--- config.mk ---
export PLATFORM = sky130hd
export DESIGN_NAME = hfrv_mem_arbiter
export DESIGN_NICKNAME = d
export VERILOG_FILES = /design/src/rtl/hfrv_mem_arbiter.sv
export SDC_FILE = /design/constraint.sdc
export NUM_CORES = 1
export LEC_CHECK = 0
export BUFFER_PORTS_ARGS = -buffer_cell sky130_fd_sc_hd__buf_2
export CORE_AREA = 2 2 118 120
export CTS_BUF_LIST = sky130_fd_sc_hd__clkbuf_2
export CTS_CLUSTER_SIZE = 16
export DETAILED_ROUTE_END_ITERATION = 6
export DIE_AREA = 0 0 120 122
export PLACE_DENSITY_LB_ADDON = 0.05
export SYNTH_ARGS = -nofsm -noshare
export SYNTH_HDL_FRONTEND = slang
export SYNTH_SLANG_ARGS = --single-unit
--- constraint.sdc ---
create_clock -name clk -period 2.2 [get_ports clk]
set_input_delay 0 -clock clk [delete_from_list [all_inputs] [get_ports clk]]
set_output_delay 0 -clock clk [all_outputs]
set_load 0.02 [all_outputs]
--- src/rtl/hfrv_mem_arbiter.sv ---
// hfrv_mem_arbiter: two-master round-robin arbiter in front of one single-port
// synchronous SRAM with 1-cycle read latency. Master 0 is the hf-riscv core port,
// master 1 the debug/loader port. Every access runs ISSUE -> RESP. Read data and an
// ack pulse go to the granted master only.
//
// Ports
//   clk, reset_n                 clock (rising edge), async active-low reset
//   mN_req/addr/wdata/be         request + payload; be == 0 means read
//   mN_ack                       one-cycle completion pulse
//   mN_rdata                     mem_rdata while own ack is high, else 0
//   mem_en/addr/wdata/be         registered SRAM command
//   mem_rdata                    SRAM read data, valid the cycle after mem_en
//   busy                         high in ISSUE or RESP
//   stat_*                       saturating grant/conflict counters (optional)
//
// Optional feature: define HFRV_ARB_STATS_EN to add stat_m0_grants, stat_m1_grants
// and stat_conflicts (STAT_W bits each).
module hfrv_mem_arbiter #(
   parameter int unsigned AW     = 32,
   parameter int unsigned DW     = 32,
   parameter int unsigned STAT_W = 16
) (
   input  logic              clk,
   input  logic              reset_n,
   input  logic              m0_req,
   input  logic [AW-1:0]     m0_addr,
   input  logic [DW-1:0]     m0_wdata,
   input  logic [DW/8-1:0]   m0_be,
   output logic              m0_ack,
   output logic [DW-1:0]     m0_rdata,
   input  logic              m1_req,
   input  logic [AW-1:0]     m1_addr,
   input  logic [DW-1:0]     m1_wdata,
   input  logic [DW/8-1:0]   m1_be,
   output logic              m1_ack,
   output logic [DW-1:0]     m1_rdata,
   output logic              mem_en,
   output logic [AW-1:0]     mem_addr,
   output logic [DW-1:0]     mem_wdata,
   output logic [DW/8-1:0]   mem_be,
   input  logic [DW-1:0]     mem_rdata,
   output logic              busy
`ifdef HFRV_ARB_STATS_EN
   ,
   output logic [STAT_W-1:0] stat_m0_grants,
   output logic [STAT_W-1:0] stat_m1_grants,
   output logic [STAT_W-1:0] stat_conflicts
`endif
);

   localparam int unsigned BW = DW / 8;

   typedef enum logic [1:0] {
      IDLE  = 2'd0,
      ISSUE = 2'd1,
      RESP  = 2'd2
   } state_t;

   state_t state, nxt_state;
   logic   grant;      // 0 = m0, 1 = m1 (master of the access in flight)
   logic   last;       // most recently served master
   logic   do_grant;   // a new access is captured at this edge
   logic   win;        // master captured when do_grant is high

   logic   mem_en_d, busy_d, m0_ack_d, m1_ack_d;

   // State register
   always_ff @(posedge clk or negedge reset_n) begin
      if (!reset_n) state <= IDLE;
      else          state <= nxt_state;
   end

   // Next-state and arbitration. In RESP only the other master is considered,
   // which gives strict alternation under contention.
   always_comb begin
      nxt_state = state;
      do_grant  = 1'b0;
      win       = grant;
      unique case (state)
         IDLE: begin
            if (m0_req || m1_req) begin
               do_grant  = 1'b1;
               nxt_state = ISSUE;
               win       = (m0_req && m1_req) ? ~last : m1_req;
            end
         end
         ISSUE: nxt_state = RESP;
         RESP: begin
            if (grant ? m0_req : m1_req) begin
               do_grant  = 1'b1;
               win       = ~grant;
               nxt_state = ISSUE;
            end else begin
               nxt_state = IDLE;
            end
         end
         default: nxt_state = IDLE;
      endcase
   end

   // Output decode: next values of the registered outputs, plus rdata steering
   always_comb begin
      mem_en_d = (nxt_state == ISSUE);
      busy_d   = (nxt_state != IDLE);
      m0_ack_d = (state == ISSUE) && !grant;
      m1_ack_d = (state == ISSUE) &&  grant;
      m0_rdata = m0_ack ? mem_rdata : '0;
      m1_rdata = m1_ack ? mem_rdata : '0;
   end

   // Output and payload registers; payload is captured only at grant
   always_ff @(posedge clk or negedge reset_n) begin
      if (!reset_n) begin
         grant     <= 1'b0;
         last      <= 1'b1;
         mem_en    <= 1'b0;
         mem_addr  <= '0;
         mem_wdata <= '0;
         mem_be    <= '0;
         m0_ack    <= 1'b0;
         m1_ack    <= 1'b0;
         busy      <= 1'b0;
      end else begin
         mem_en <= mem_en_d;
         busy   <= busy_d;
         m0_ack <= m0_ack_d;
         m1_ack <= m1_ack_d;
         if (state == RESP) last <= grant;
         if (do_grant) begin
            grant     <= win;
            mem_addr  <= win ? m1_addr  : m0_addr;
            mem_wdata <= win ? m1_wdata : m0_wdata;
            mem_be    <= win ? m1_be    : m0_be;
         end
      end
   end

`ifdef HFRV_ARB_STATS_EN
   // Saturating statistics counters
   always_ff @(posedge clk or negedge reset_n) begin
      if (!reset_n) begin
         stat_m0_grants <= '0;
         stat_m1_grants <= '0;
         stat_conflicts <= '0;
      end else if (do_grant) begin
         if (!win && (stat_m0_grants != '1))
            stat_m0_grants <= stat_m0_grants + STAT_W'(1);
         if (win && (stat_m1_grants != '1))
            stat_m1_grants <= stat_m1_grants + STAT_W'(1);
         if (m0_req && m1_req && (stat_conflicts != '1))
            stat_conflicts <= stat_conflicts + STAT_W'(1);
      end
   end
`else
   logic unused_stat_w;
   assign unused_stat_w = ^STAT_W;
`endif

   logic unused_bw;
   assign unused_bw = ^BW;

endmodule

==> After elaboration in Yosys (flattened, before gate mapping) <==
Index checks and enable logic that the tools add are counted.
{ "totals": {"reg_bits": 76, "elab_cells": 38, "in_bits": 172} }
{ "classes": {"n_bitwise": 2, "n_reduce_logical": 7, "eq_ne": 3, "muxes": 16} }
{ "op_table": {"columns": ["op", "n"], "rows": [
  ["32-bit 2-to-1 mux", 4],
  ["1-bit 2-to-1 mux", 7],
  ["2-bit one-hot mux with 3 select lines", 1],
  ["2-bit by 1-bit equality test with 1-bit output (second input constant)", 2],
  ["4-bit 2-to-1 mux", 1],
  ["1-bit one-hot mux with 2 select lines", 2],
  ["1-bit logical AND", 3],
  ["2-bit equality test (second input constant)", 1],
  ["2-bit zero test", 1],
  ["2-bit 2-to-1 mux", 1],
  ["1-bit NOT", 2],
  ["2-bit nonzero test", 1],
  ["1-bit zero test", 1],
  ["1-bit logical OR", 1]
]} }

==> Longest topological paths before layout <==
{ "logic_depth": {"ltp_word": 5, "ltp_mapped": 6, "mapped_depth_nobuf": 4} }

==> Worst setup path before layout <==
OpenSTA, ideal clock, no wires.
{ "synth_path": {"kind": "reg2reg", "from": "register state[0]", "to": "register mem_wdata[19]", "required_time_ns": 2.118, "slack_ns": 0.590, "arrival_ns": 1.528, "stages_incl_launch_ff": 7, "n_path_buf": 2, "period_less_slack_ns": 1.610, "path_cell_list": "dfrtp_1 -> nand2b_1 -> a22oi_2 -> clkbuf_1 -> clkbuf_1 -> o21ai_0 -> a31oi_1"} }
{ "synth_via": {"elab_chain_cells": 3, "elab_cells_between_ends": 5, "classes_between": "eq/ne: 1; mux: 3; reduce/logical: 1"} }
{ "synth_lines": {"columns": ["item", "line", "rtl"], "rows": [
  ["start: declaration", "59", "state_t state, nxt_state;"],
  ["start signal: assignment", "70", "else state <= nxt_state;"],
  ["2-bit equality test or 2-bit zero test (tied branches)", "79", "unique case (state)"],
  ["1-bit one-hot mux with 2 select lines", "79", null],
  ["32-bit 2-to-1 mux", "132", "mem_wdata <= win ? m1_wdata : m0_wdata;"],
  ["end signal: assignment", "132", null],
  ["end: declaration", "39", "output logic [DW-1:0] mem_wdata,"]
]} }
Parallel ways exist; a longest one is shown, timed or not.
A chain may end at the register's enable or synchronous reset.

==> Worst setup path in the final report <==
{ "layout_path": {"from": "register m1_ack", "to": "output m1_rdata[26]"} }
{ "layout_via": {"elab_chain_cells": 1} }
{ "layout_lines": {"columns": ["item", "line", "rtl"], "rows": [
  ["start: declaration", "35", "output logic m1_ack,"],
  ["start signal: assignment", "127", "m1_ack <= m1_ack_d;"],
  ["32-bit 2-to-1 mux", "108", "m1_rdata = m1_ack ? mem_rdata : '0;"],
  ["end: declaration", "36", "output logic [DW-1:0] m1_rdata,"]
]} }
Every way passes these cells.

==> flow_metrics.env <==
export IMPL_status="finished clean"
export IMPL_cts_clk_slew_worst_paths_ns=0.20
export IMPL_cp_depth=2
export IMPL_fp_row_count=43
export IMPL_p_switching_mw=4.40
export IMPL_syn_inst=481
export IMPL_yosysUniqueCellTypes=24
export IMPL_antenna_found_initial=0
export IMPL_hold_path_class="in2reg"
export IMPL_crit_start="m1_ack"
export IMPL_area_growth_pct=79.7
export IMPL_grt_pass1_vias=5005
export IMPL_start_util_pct=29.7
export IMPL_vias_per_cell=4.85
export IMPL_tns_ns=0
export IMPL_grt_overflow_total=0
export IMPL_root_buffer="clkbuf_2"
export IMPL_postSynthRegisterBits=76
export IMPL_synth_area_um2=4010
export IMPL_layout_drive_gt1_share_pct=37.6
export IMPL_cp_num_buf_inv=1
export IMPL_hold_buffers=142
export IMPL_yosysTopAreaCellShare_pct=46.8
export IMPL_maxSlewViolCount=0
export IMPL_postSynthNetCount=653
export IMPL_intPower_mw=4.21
export IMPL_worstReg2RegStart="state[1]"
export IMPL_cts_buffers=9
export IMPL_die_w_um=120
export IMPL_fin_cells=1087
export IMPL_clkLatencyLatePin_ns=0.53
export IMPL_cp_cell_sequence="and2_1 > buf_2"
export IMPL_cts_tree="done"
export IMPL_wl_mm=17.0
export IMPL_core_um2=13500
export IMPL_rsz0062_at_grt="false"
export IMPL_hold_depth=4
export IMPL_dp_cells=931
export IMPL_setup_viol=0
export IMPL_hold_viol_final=0
export IMPL_min_period_over_period_pct=83.7
export IMPL_reg2reg_setup_slack_ns=0.39
export IMPL_crit_slowest_cell="dfrtp_1"
export IMPL_seq_area_frac_synth_pct=47.4
export IMPL_max_freq_mhz=543
export IMPL_ir_drop_mv=0.607
export IMPL_cpLargestDelayFamily="flip-flops"
export IMPL_p_per_area_nw_per_um2=1190
export IMPL_nNetsFinal=1076
export IMPL_synth_avg_cell_area_um2=8.34
export IMPL_ys_warn_count=0
export IMPL_netlist_top_cells_area="dfrtp_1 (47%), a31oi_1 (11%), and2_1 (10%)"
export IMPL_r2r_cells=5
export IMPL_drtPass1Iterations=5
export IMPL_cts_sinks=76
export IMPL_die_area_um2=14600
export IMPL_leakage_nw=3.52
export IMPL_portBuffers=307
export IMPL_die_height_um=122
export IMPL_finClkSkew_ns=0.0189
export IMPL_drc=0
export IMPL_maxCapViolCount=0
export IMPL_hpwl_mm=10.9
export IMPL_ant_nets=0
export IMPL_ctsResizeCount=0
export IMPL_io_pins=308
export IMPL_cp_required_ns=2.20
export IMPL_n_antenna_cell=0
export IMPL_min_period_ns=1.84
export IMPL_slowest_delay_ns=0.89
export IMPL_cp_max_fo=33
export IMPL_p_clk_share_pct=7.4
export IMPL_worstSetupStartpointType="register"
export IMPL_end_kind="primary output"
export IMPL_layout_common_cells="buf_2 (306), dlygate4sd3_1 (141), dfrtp_1 (75), nor2_1 (71)"
export IMPL_initialDrtViolationCount=326
export IMPL_cts_max_path_buffers=2
export IMPL_worstMarginPinSlew_ns=0.782
export IMPL_rr_endpoint="mem_addr[11]"
export IMPL_critPathArrivalTime_ns=1.84
export IMPL_crit_path_end="m1_rdata[26]"
export IMPL_grt_max_degree=105
export IMPL_wire_per_inst_um=15.6
export IMPL_final_common_cell="buf_2"
export IMPL_slew_headroom_pct=47.9
export IMPL_grtUsageTotal_pct=22.5
export IMPL_cts_setup_buffers=0
export IMPL_p_comb_share_pct=62.3
export IMPL_htreeDepth=3
export IMPL_gp_congestion=0.795
export IMPL_yosysTopAreaCell="dfrtp_1"
export IMPL_grt_pass1_wl_mm=25.9
export IMPL_seq_power_share_pct=30.3
export IMPL_critPathKind="reg2out"
export IMPL_vias=5270
export IMPL_switching_share_pct=51.1
==> Yosys cell counts (all sizes together) <==
master  number
a31oi       68
a21boi       1
nor2b        1
nand2        1
dfstp        1
inv          2
o21ai       68
nand3       68
a211oi       2
dfrtp       75
mux2i        1
a22o         1
a22oi        1
a31o         1
nand2b       3
mux2         1
clkbuf      28
and2        66
buf         21
nor2        71
==> power by group through the flow <==
stage / clock network (mW) / registers [mW] / logic, mW
finish: 0.634 / 2.61 / 5.36
global route: 0.725 / 2.73 / 5.86
CTS: 0.666 / 2.60 / 5.39
detailed placement: 0 / 2.63 / 5.18
global placement: 0 / 2.62 / 5.13
floorplan: 0 / 3.35 / 2.63
==> kinds of logic after synthesis <==
kind of cell | Yosys count | share of synthesized area, %
buf+inv | 51 | 5.39
simple gates | 210 | 26.1
mux | 2 | 0.530
compound gates | 142 | 20.5
flops | 76 | 47.4
==> area by class of cell <==
type / count / area, um2
Fill cell: 1299 / 6290
Timing Repair Buffer: 461 / 3100
Tap cell: 180 / 225
Inverter: 2 / 7.51
Clock inverter: 3 / 16.3
Multi-Input combinational cell: 354 / 1910
Sequential cell: 76 / 1900
Clock buffer: 11 / 55.1
==> registers in the layout, indices dropped and copies added (netlist names), named ones only <==
name / flops
mem_be: 4
m1_ack: 1
mem_en: 1
m0_ack: 1
busy: 1
mem_addr: 32
last: 1
state: 2
mem_wdata: 32
==> routing by layer <==
| layer | vias up | wire length [um] | GRT usage, % |
|---|---|---|---|
| met2 | 238 | 8290 | 38.1 |
| met4 | 0 | 308 | 8.24 |
| met3 | 28 | 1200 | 5.15 |
| met1 | 2471 | 7170 | 28.0 |
| met5 | - | 0 | 0 |
| li1 | 2533 | - | - |
==> worst min path at each step <==
stage          startpoint            end  slack, ns
6_report           m1_req       register       0.06
5_1_grt            m1_req       register       0.05
2_1_floorplan     reset_n      async pin      -0.30
4_1_cts            m1_req       register      0.004
3_3_place_gp      reset_n  mem_wdata[16]      -0.02
3_5_place_dp      reset_n  mem_wdata[16]      -0.02
==> worst register-to-register path: stages (launching register included) <==
cell and delay, ns:
dfrtp_1 0.51, mux2_2 0.38, and2_2 0.18, buf_4 0.23
o21ai_0 0.26, a31oi_1 0.14
==> per-stage QoR <==
step           utilization [%]  instance area [um2]  setup slack, ns  total power [mW]  hold slack [ns]
3_3_place_gp              42.3                 5710            0.469              7.75          -0.0220
4_1_cts                   53.4                 7210            0.316              8.66          0.00354
2_1_floorplan                -                 4010            0.590              5.98           -0.296
5_1_grt                   53.4                 7210            0.147              9.31           0.0463
3_5_place_dp              42.3                 5710            0.438              7.81          -0.0157
6_report                  53.4                 7210            0.358              8.61           0.0623
No activity file was read; power rests on OpenSTA's default activity.
